### src/rtl/rpn_calc_sequencer.sv
// Drives an RPN calculator through one full load-A / load-B / load-Op / acknowledge
// cycle per request, then returns the displayed result and flags (or a timeout).
module rpn_calc_sequencer #(
  parameter int         HOLD_CYCLES    = 16,
  parameter int         GAP_CYCLES     = 8,
  parameter int         TIMEOUT_CYCLES = 64,
  parameter logic [2:0] ST_LOAD_A      = 3'd1,
  parameter logic [2:0] ST_LOAD_B      = 3'd2,
  parameter logic [2:0] ST_LOAD_OP     = 3'd3,
  parameter logic [2:0] ST_SHOW        = 3'd4
) (
  input  logic        clk,
  input  logic        resetN,
  input  logic        req_valid,
  output logic        req_ready,
  input  logic [15:0] req_a,
  input  logic [15:0] req_b,
  input  logic [1:0]  req_op,
  output logic        rsp_valid,
  input  logic        rsp_ready,
  output logic [15:0] rsp_result,
  output logic [3:0]  rsp_flags,
  output logic        rsp_timeout,
  output logic        calc_enter,
  output logic [15:0] calc_datain,
  input  logic [15:0] calc_todisplay,
  input  logic [3:0]  calc_flags,
  input  logic [2:0]  calc_status
);

  typedef enum logic [2:0] {S_IDLE, S_PRESS, S_GAP, S_WAIT, S_RESP} state_t;
  typedef enum logic [1:0] {PH_A, PH_B, PH_OP, PH_ACK} phase_t;

  // Zero-valued parameters behave as 1; oversized ones clamp to the 16-bit counter range.
  localparam int HOLD_EFF = (HOLD_CYCLES < 1) ? 1 : ((HOLD_CYCLES > 65535) ? 65535 : HOLD_CYCLES);
  localparam int GAP_EFF  = (GAP_CYCLES < 1) ? 1 : ((GAP_CYCLES > 65535) ? 65535 : GAP_CYCLES);
  localparam int TO_EFF   = (TIMEOUT_CYCLES < 1) ? 1 : ((TIMEOUT_CYCLES > 65535) ? 65535 : TIMEOUT_CYCLES);

  localparam logic [15:0] HOLD_LAST = 16'(HOLD_EFF - 1);
  localparam logic [15:0] GAP_LAST  = 16'(GAP_EFF - 1);
  localparam logic [15:0] TO_LIMIT  = 16'(TO_EFF);

  state_t      state_q, state_d;
  phase_t      phase_q, phase_d;
  logic [15:0] cnt_q, cnt_d;
  logic [15:0] b_q, b_d;
  logic [1:0]  op_q, op_d;
  logic [15:0] datain_q, datain_d;
  logic [15:0] result_q, result_d;
  logic [3:0]  flags_q, flags_d;
  logic        timeout_q, timeout_d;

  logic [15:0] cntInc;
  logic [2:0]  expStatus;

  assign cntInc = (cnt_q == 16'hFFFF) ? cnt_q : cnt_q + 16'd1;

  always_comb begin
    expStatus = ST_LOAD_A;
    case (phase_q)
      PH_A:    expStatus = ST_LOAD_B;
      PH_B:    expStatus = ST_LOAD_OP;
      PH_OP:   expStatus = ST_SHOW;
      default: expStatus = ST_LOAD_A;
    endcase
  end

  assign req_ready   = resetN && (state_q == S_IDLE) && (calc_status == ST_LOAD_A) && !rsp_valid;
  assign rsp_valid   = (state_q == S_RESP);
  assign calc_enter  = (state_q == S_PRESS);
  assign calc_datain = datain_q;
  assign rsp_result  = result_q;
  assign rsp_flags   = flags_q;
  assign rsp_timeout = timeout_q;

  always_comb begin
    state_d   = state_q;
    phase_d   = phase_q;
    cnt_d     = cnt_q;
    b_d       = b_q;
    op_d      = op_q;
    datain_d  = datain_q;
    result_d  = result_q;
    flags_d   = flags_q;
    timeout_d = timeout_q;

    case (state_q)
      S_IDLE: begin
        if (req_valid && req_ready) begin
          b_d      = req_b;
          op_d     = req_op;
          datain_d = req_a;
          phase_d  = PH_A;
          cnt_d    = 16'd0;
          state_d  = S_PRESS;
        end
      end

      S_PRESS: begin
        if (cnt_q >= HOLD_LAST) begin
          cnt_d   = 16'd0;
          state_d = S_GAP;
        end else begin
          cnt_d = cntInc;
        end
      end

      S_GAP: begin
        if (cnt_q >= GAP_LAST) begin
          cnt_d   = 16'd0;
          state_d = S_WAIT;
        end else begin
          cnt_d = cntInc;
        end
      end

      // A status match always wins over an expiring timeout in the same cycle.
      S_WAIT: begin
        if (calc_status == expStatus) begin
          cnt_d = 16'd0;
          case (phase_q)
            PH_A: begin
              phase_d  = PH_B;
              datain_d = b_q;
              state_d  = S_PRESS;
            end
            PH_B: begin
              phase_d  = PH_OP;
              datain_d = {14'b0, op_q};
              state_d  = S_PRESS;
            end
            PH_OP: begin
              result_d = calc_todisplay;
              flags_d  = calc_flags;
              phase_d  = PH_ACK;
              datain_d = 16'h0000;
              state_d  = S_PRESS;
            end
            default: begin
              timeout_d = 1'b0;
              state_d   = S_RESP;
            end
          endcase
        end else if (cnt_q >= TO_LIMIT) begin
          timeout_d = 1'b1;
          result_d  = 16'h0000;
          flags_d   = 4'h0;
          cnt_d     = 16'd0;
          state_d   = S_RESP;
        end else begin
          cnt_d = cntInc;
        end
      end

      S_RESP: begin
        if (rsp_ready) begin
          state_d = S_IDLE;
        end
      end

      default: state_d = S_IDLE;
    endcase
  end

  always_ff @(posedge clk) begin
    if (!resetN) begin
      state_q   <= S_IDLE;
      phase_q   <= PH_A;
      cnt_q     <= 16'd0;
      b_q       <= 16'h0000;
      op_q      <= 2'd0;
      datain_q  <= 16'h0000;
      result_q  <= 16'h0000;
      flags_q   <= 4'h0;
      timeout_q <= 1'b0;
    end else begin
      state_q   <= state_d;
      phase_q   <= phase_d;
      cnt_q     <= cnt_d;
      b_q       <= b_d;
      op_q      <= op_d;
      datain_q  <= datain_d;
      result_q  <= result_d;
      flags_q   <= flags_d;
      timeout_q <= timeout_d;
    end
  end

endmodule

### config.mk
export PLATFORM = sky130hd
export DESIGN_NAME = rpn_calc_sequencer
export DESIGN_NICKNAME = d
export VERILOG_FILES = /design/src/rtl/rpn_calc_sequencer.sv
export SDC_FILE = /design/constraint.sdc
export NUM_CORES = 1
export LEC_CHECK = 0
export BUFFER_PORTS_ARGS = -buffer_cell sky130_fd_sc_hd__buf_2
export CAP_MARGIN = 20
export CORE_MARGIN = 5
export CORE_UTILIZATION = 51
export DETAILED_ROUTE_END_ITERATION = 6
export GPL_TIMING_DRIVEN = 0
export HOLD_SLACK_MARGIN = 0.05
export PLACE_DENSITY_LB_ADDON = 0.1
export SKIP_CTS_REPAIR_TIMING = 1
export SYNTH_ARGS = -nofsm -noshare
export SYNTH_HDL_FRONTEND = slang
export SYNTH_SLANG_ARGS = --single-unit
### constraint.sdc
create_clock -name clk -period 2.3 [get_ports clk]
set_clock_uncertainty 0.1 [all_clocks]
set_input_delay 0.115 -clock clk [delete_from_list [all_inputs] [get_ports clk]]
set_output_delay 0.115 -clock clk [all_outputs]
set_load 0.02 [all_outputs]
======== Yosys cells after proc, flatten, opt, wreduce, memory -nomap -nowiden ========
Cells that the tools add are included.
cells by class
  add/sub/neg operators ................... 1
  magnitude comparators ................... 3
  equal/unequal tests ..................... 18
  multiplexer cells ....................... 33
  reductions and logical operators ........ 17
operators with widths
  kind                                                                    count
  16-bit 2-to-1 mux                                                       11
  16-bit case mux with 4 select lines                                     1
  16-bit case mux with 3 select lines                                     1
  16-bit case mux with 2 select lines                                     1
  3-bit 2-to-1 mux                                                        7
  16-bit by 1-bit adder with 16-bit output, second input constant         1
  16-bit equality test, second input constant                             1
  16-bit by 3-bit >= comparator with 1-bit output, second input constant  1
  16-bit by 4-bit >= comparator with 1-bit output, second input constant  1
  16-bit by 7-bit >= comparator with 1-bit output, second input constant  1
  3-bit case mux with 5 select lines                                      1
  4-bit 2-to-1 mux                                                        3
  3-bit case mux with 3 select lines                                      1
  2-bit by 1-bit != test with 1-bit output, second input constant         4
  3-bit by 1-bit equality test with 1-bit output, second input constant   2
  3-bit by 2-bit equality test with 1-bit output, second input constant   2
  2-bit != test, second input constant                                    3
  2-bit case mux with 3 select lines                                      1
  3-bit AND reduction                                                     2
  5-bit AND reduction                                                     1
  1-bit logical AND                                                       4
  2-bit 2-to-1 mux                                                        2
  4-bit by 1-bit != test with 1-bit output, second input constant         1
  2-bit case mux with 2 select lines                                      1
  14 further kinds                                                        18
word-level totals
  flip-flop bits (word level) ............. 76
  input port bits ......................... 61
  output and inout port bits .............. 40
  word-level logic and storage cells ...... 81

======== Longest topological paths before layout ========
Gate-level depths: netlist of the first run.
  depth in word-level cells ............... 7
  gate-level depth with buffers ........... 9
  mapped depth without buffers ............ 8

======== Worst setup path before layout of the first run ========
OpenSTA, ideal clock, no wires.
  path type ............................... flip-flop to flip-flop
  start point ............................. register phase_q[0]
  end point ............................... register flags_q[0], in the netlist rsp_flags[0]
  setup time .............................. 0.060 ns
  data arrival time ....................... 1.889 ns
  required time ........................... 2.140 ns
  slack ................................... 0.251 ns
  cell stages (with the launch flop) ...... 10
  path buffers ............................ 1
  clock period less this slack ............ 2.049 ns
  path through ............................ dfxtp_1 -> inv_1 -> ha_1 -> xor2_1 -> nor4_2 -> o21bai_2 -> mux2_4 -> a21oi_4 -> buf_6 -> a22o_1
on the way
  word-level cells in the longest chain between the ends .. 5
  elaborated cells between the ends (all ways) .. 9
  classes of those cells .................. eq/ne: 4; mux: 2; reduce/logical: 3
ends and longest elaborated chain
  what                                                                                             RTL line  text
  from (decl)                                                                                      44        phase_t phase_q, phase_d;
  from (signal assigned)                                                                           178       phase_q <= phase_d;
  2-bit equality test (tied with other cells)                                                      60, 121
  3-bit case mux with 3 select lines                                                               60        case (phase_q)
  3-bit equality test                                                                              119       if (calc_status == expStatus) begin
  2-bit by 1-bit != test with 1-bit output (no line) / 2-bit nonzero test (equally long branches)  -
  3-bit AND reduction (no line)                                                                    -
  to (signal assigned)                                                                             184       flags_q <= flags_d;
  to (decl)                                                                                        50        logic [3:0] flags_q, flags_d;
Several ways; a longest one is shown, not always the timed one.
A chain may end at the register's enable or synchronous reset.

======== Worst setup path after layout of the first run ========
  start point ............................. register phase_q[1]
  end point ............................... register result_q[14], in the netlist rsp_result[14]
on the way
  word-level cells in the longest chain between the ends .. 5
  elaborated cells between the ends (all ways) .. 9
  classes of those cells .................. eq/ne: 4; mux: 2; reduce/logical: 3
ends and longest elaborated chain
  what                                                                                             RTL line  text
  2-bit equality test (tied with other cells)                                                      60, 121
  3-bit case mux with 3 select lines                                                               60
  3-bit equality test                                                                              119
  2-bit by 1-bit != test with 1-bit output (no line) / 2-bit nonzero test (equally long branches)  -
  3-bit AND reduction (no line)                                                                    -
  to (signal assigned)                                                                             183       result_q <= result_d;
  to (decl)                                                                                        49        logic [15:0] result_q, result_d;
Several ways; a longest one is shown, not always the timed one.

==> results of run 1 <==
registers in the layout, indices dropped and copies added (netlist names):
signal       cells
calc_datain     16
state_q          3
rsp_flags        4
op_q             2
rsp_timeout      1
rsp_result      16
cnt_q           16
phase_q          2
b_q             16
cells in the mapped netlist, types with 5 or more instances:
library cell,count
sky130_fd_sc_hd__dfxtp_1,76
sky130_fd_sc_hd__nand2_1,46
sky130_fd_sc_hd__nor2_1,38
sky130_fd_sc_hd__a21oi_1,37
sky130_fd_sc_hd__a22o_1,20
sky130_fd_sc_hd__nor3b_1,17
sky130_fd_sc_hd__a211oi_1,14
sky130_fd_sc_hd__clkbuf_1,12
sky130_fd_sc_hd__nand3_1,10
sky130_fd_sc_hd__inv_1,9
sky130_fd_sc_hd__ha_1,7
sky130_fd_sc_hd__xnor2_1,7
sky130_fd_sc_hd__and3_1,6
sky130_fd_sc_hd__buf_2,6
sky130_fd_sc_hd__nor3_1,5
power groups by stage:
stage / Clock [mW] / Combinational, mW / Sequential (mW)
CTS: 0.899 / 0.509 / 1.36
detailed placement: 0 / 0.507 / 1.40
global route: 0.953 / 0.648 / 1.37
global placement: 0 / 0.497 / 1.39
floorplan: 0 / 0.345 / 1.41
finish: 0.884 / 0.595 / 1.36
worst max-delay path: stages (launching register included):
cell and delay, ns:
sky130_fd_sc_hd__dfxtp_2 0.34, sky130_fd_sc_hd__buf_4 0.13, sky130_fd_sc_hd__ha_1 0.24, sky130_fd_sc_hd__nor4_2 0.38
sky130_fd_sc_hd__o21bai_2 0.18, sky130_fd_sc_hd__mux2_4 0.34, sky130_fd_sc_hd__a21oi_4 0.24, sky130_fd_sc_hd__buf_6 0.16
sky130_fd_sc_hd__a22o_1 0.13
layout make-up:
type | count | area, sq um
fill | 501 | 1700
multi-input combinational | 256 | 1650
sequential | 76 | 1530
timing repair buffer | 152 | 1020
clock buffer | 10 | 128
buffer | 24 | 124
tap | 77 | 96.3
clock inverter | 6 | 41.3
inverter | 9 | 36.3
antenna | 1 | 2.50
kinds of logic after synthesis:
logic type	synth area share
xor gates and xnor gates	0.0239
and+or+nand+nor	0.219
muxes	0.0137
AOI/OAI and AO/OA	0.207
DFF	0.462
buffers and inverters	0.0479
adders and majority gates	0.0266
path summary, 6_finish.rpt:
check                  start              end  slack [ns]  cells after the start
hold / removal     req_a[11]  calc_datain[11]      -0.002                      3
hold reg to reg     cnt_q[8]         cnt_q[8]        0.35                      2
setup / recovery  phase_q[1]   rsp_result[14]        0.01                      8
setup reg to reg  phase_q[1]   rsp_result[14]        0.01                      8
routing by layer:
layer  GRT usage  vias to the layer above  part of all wire
met4      0.0893                        0             0.019
li1            -                     1619                 -
met5           0                        -                 0
met1       0.245                     1449              0.42
met2       0.316                       95              0.51
met3      0.0425                       18             0.051
==> metrics, run 1 <==
result of the run finished with violations; violated checks hold timing; placed cell count between 500 and 600; Sequential Power Share 0.480; post-synth top area share 0.462; Finish-stage setup viols 0; number of design rule violations left after detail routing 0; largest fanout on the critical path 5; EDFF count, synth 0; net count after synthesis 433; average cell area after synthesis 9.02 sq um; area leader, netlist sky130_fd_sc_hd__dfxtp_1; routability congestion estimate between 0.8 and 0.9; post-route insts no fill 611; Clock Power Share 0.311; register bit count reported by yosys 76; count of nets left with antenna violations after detail routing 0; Least-Margin Pin Slew about 0.53 ns; clock transition at the registers of the reported paths 0.08 ns; Final Slew Violations 0; Yosys cell types 53; number of warnings reported in the yosys synthesis log 0; Core Util, Final 0.731; commonest cells after routing, fill and taps aside 106 x sky130_fd_sc_hd__buf_2, 74 x sky130_fd_sc_hd__dfxtp_1, 47 x sky130_fd_sc_hd__dlygate4sd3_1; Area contributors post-synth sky130_fd_sc_hd__dfxtp_1 46%, sky130_fd_sc_hd__a21oi_1 5.6%, sky130_fd_sc_hd__a22o_1 5.3%; cell area after technology mapping 3290 sq um; proportion of power drawn by combinational gates 0.209; final-stage net count 596; share of layout cells above drive strength 1 0.285; number of design-rule violations left by the first detailed-router iteration 145; initial core utilization 0.521; antenna violations before repair 0; peak supply drop 0.410 mV; WS Path Type flip-flop to flip-flop; max-slew headroom at the worst pin 0.645; crit end category flip-flop; endpoints failing hold 1; post-route standard cell area excluding fillers 4620 sq um; core footprint 6310 sq um; reported max-cap violation count 0; area after detailed placement 3890 sq um; iteration count of the initial detailed-routing pass 4; cell row count 29; Boundary Pins a little over 100; Die Outline Area 8160 sq um; I/O Buffers 100; final clock period utilization by the worst path 0.994; Worst EP required approximately 2.5 ns; wire length of the first global-routing pass 13.2 mm; routed length per instance 15.0 um; Worst Hold Margin -0.00235 ns; ys flop type sky130_fd_sc_hd__dfxtp_1; final sum of negative setup slack 0 ns; leading cell type in the layout, fill and taps excluded sky130_fd_sc_hd__buf_2; number of instances in the synthesized netlist 365; DIE WIDTH ~90 um; Worst Setup Slack, final between 0.01 and 0.015 ns; TritonCTS Buffers 9; Psw between 0.8 and 0.9 mW; Global Route Usage Sum 0.195; static leakage 1.93 nW; number of buffers on the longest clock path 2; via-per-instance ratio 5.21; DP Wirelength 6.01 mm; number of global-route vias before repair 2879; Root Buffer Master sky130_fd_sc_hd__clkbuf_8; worst slack at placement -0.0713 ns; Worst-Skew Late Latency 0.34 ns; worst min-delay path class input pin to flip-flop; total power draw 2.84 mW; share of the yosys chip area belonging to registers 0.462; startpoint types flip-flop; clk sink count 76; maximum number of pins on one net before global-route repair 14; number of H-tree branching levels 3; total number of vias 3181; fraction of power spent switching nets 0.294; minimum clock period after layout roughly 2.3 ns; sum of overflow across all layers after global routing 0; layout overhead on the synthesized area 40.3%; CTS tree done; drt total wl 9.14 mm; Synth async-reset ratio 0; maximum clock frequency 0.437 GHz; total internal power about 2 mW; data arrival at the endpoint of the critical path 2.47 ns; unrepaired setup endpoints after global routing true; Cell Pwr Density 615 nW/um^2; Die Height 90.3 um
Note: power is estimated with default switching activity, not from simulation.
==> run 2: changes to the inputs <==
--- a/config.mk
+++ b/config.mk
@@ -8,7 +8,7 @@
 export BUFFER_PORTS_ARGS = -buffer_cell sky130_fd_sc_hd__buf_2
 export CAP_MARGIN = 20
 export CORE_MARGIN = 5
-export CORE_UTILIZATION = 51
+export CORE_UTILIZATION = 55
 export DETAILED_ROUTE_END_ITERATION = 6
 export GPL_TIMING_DRIVEN = 0
 export HOLD_SLACK_MARGIN = 0.05
==> constraint.sdc (replaced) <==
create_clock -name clk -period 3 [get_ports clk]
set_clock_uncertainty 0.1 [all_clocks]
set_input_delay 0.15 -clock clk [delete_from_list [all_inputs] [get_ports clk]]
set_output_delay 0.15 -clock clk [all_outputs]
set_load 0.02 [all_outputs]
==> run 2 against run 1 <==
Net effect:
- the flow now finishes without violations
- first-iteration DRC count rose by 50%
- global-route usage rose by 2.7 points
- cell area fell by 2.5%
- non-clock buffer count fell by 11
- hold slack improved by 0.028 ns
- flip-flop and latch count did not move
- largest power group unchanged
==> metrics, run 2 (same netlist as run 1, synthesis figures left out) <==
Finish-stage setup viols 0; initial core utilization 0.559; final clock period utilization by the worst path 0.787; final-stage net count 585; number of buffers on the longest clock path 2; antenna violations before repair 0; Final Slew Violations 0; routability congestion estimate about 0.84; endpoints failing hold 0; clk sink count 76; leading cell type in the layout, fill and taps excluded sky130_fd_sc_hd__buf_2; antenna diode instance count 0; Worst R2R Start phase_q[0]; post-route standard cell area excluding fillers 4500 sq um; routed length per instance between 15 and 20 um; drt total wl 9.05 mm; CTS tree done; Least-Margin Pin Slew 0.554 ns; Worst-Skew Late Latency 0.34 ns; static leakage 1.89 nW; maximum number of pins on one net before global-route repair 16; sum of overflow across all layers after global routing 0; clock transition at the registers of the reported paths 0.09 ns; Die Outline Area between 7000 and 8000 sq um; wire length of the first global-routing pass 13.5 mm; Root Buffer Master sky130_fd_sc_hd__clkbuf_8; I/O Buffers 100; number of H-tree branching levels 3; maximum clock frequency 0.423 GHz; result of the run complete, no violations; largest fanout on the critical path 10; Clock Power Share 0.352; proportion of power drawn by combinational gates 0.188; Worst EP required 3.12 ns; data arrival at the endpoint of the critical path 2.48 ns; worst min-delay path class input pin to flip-flop; number of design-rule violations left by the first detailed-router iteration between 200 and 250; final sum of negative setup slack 0 ns; number of design rule violations left after detail routing 0; Sequential Power Share 0.460; cell row count 28; count of nets left with antenna violations after detail routing 0; minimum clock period after layout 2.36 ns; share of layout cells above drive strength 1 0.272; core footprint 5890 sq um; fraction of power spent switching nets 0.287; iteration count of the initial detailed-routing pass 4; total internal power ~1.6 mW; worst setup path startpoint phase_q[0]; Psw 0.654 mW; startpoint types flip-flop; WS Path Type flip-flop to flip-flop; crit end category flip-flop; Boundary Pins between 100 and 150; layout overhead on the synthesized area 36.8%; Cell Pwr Density between 500 and 600 nW/um^2; fillcell total 441; total number of vias approximately 3200; area after detailed placement 3890 sq um; peak supply drop 0.301 mV; via-per-instance ratio 5.34; number of global-route vias before repair 2928; TritonCTS Buffers 9; DP Wirelength ~6.1 mm; Die Height between 80 and 90 um; total power draw roughly 2.3 mW; Worst Hold Margin about 0.026 ns; HP Start req_a[11]; max-slew headroom at the worst pin 0.631; reported max-cap violation count 0; commonest cells after routing, fill and taps aside 106 x sky130_fd_sc_hd__buf_2, 76 x sky130_fd_sc_hd__dfxtp_1, 46 x sky130_fd_sc_hd__nand2_1; DIE WIDTH 87.4 um; unrepaired setup endpoints after global routing false; Global Route Usage Sum 0.222
-- run 2: stage by stage --
stage          worst slack (ns)   util  instances
2_1_floorplan             0.951      -        365
3_3_place_gp              0.715  0.660        540
3_5_place_dp              0.651  0.660        540
4_1_cts                   0.640  0.695        556
5_1_grt                   0.438  0.765        597
6_report                  0.638  0.765        597
-- run 2: worst max-delay path, cell delays in order (launching register included) --
cell and delay, ns:
sky130_fd_sc_hd__dfxtp_1 0.43, sky130_fd_sc_hd__inv_1 0.09, sky130_fd_sc_hd__ha_1 0.23, sky130_fd_sc_hd__xor2_1 0.18
sky130_fd_sc_hd__nor4_2 0.23, sky130_fd_sc_hd__o21bai_2 0.14, sky130_fd_sc_hd__o21ai_2 0.34, sky130_fd_sc_hd__buf_4 0.26
sky130_fd_sc_hd__mux2i_1 0.19, sky130_fd_sc_hd__nor2_1 0.05
-- run 2: layer usage --
layer | vias up | track usage | part of all wire
met4 | 0 | 0.102 | 0.018
met3 | 18 | 0.0416 | 0.061
met5 | - | 0 | 0
met2 | 97 | 0.370 | 0.51
li1 | 1598 | - | -
met1 | 1474 | 0.276 | 0.41
-- run 2: power by group through the flow --
| stage | registers [mW] | clock network (mW) | logic [mW] |
|---|---|---|---|
| floorplan | 1.08 | 0 | 0.264 |
| global placement | 1.07 | 0 | 0.380 |
| detailed placement | 1.07 | 0 | 0.384 |
| CTS | 1.05 | 0.811 | 0.386 |
| global route | 1.05 | 0.860 | 0.479 |
| finish | 1.05 | 0.803 | 0.428 |
-- run 2: area by class of cell --
class / instances / area [sq um] / area share
buffer: 24 / 124 / 0.0275
clock buffer: 9 / 124 / 0.0275
clock inverter: 7 / 81.3 / 0.0181
inverter: 9 / 33.8 / 0.00750
multi-input combinational: 256 / 1610 / 0.358
sequential: 76 / 1520 / 0.338
tap: 75 / 93.8 / 0.0208
timing repair buffer: 141 / 911 / 0.202
-- run 2: worst paths after layout --
kind	endpoint	slack, ns	depth (start not counted)
max	phase_q[0]	0.64	9
min	calc_datain[11]	0.03	3
max reg2reg	phase_q[0]	0.64	9
min reg2reg	cnt_q[12]	0.35	2
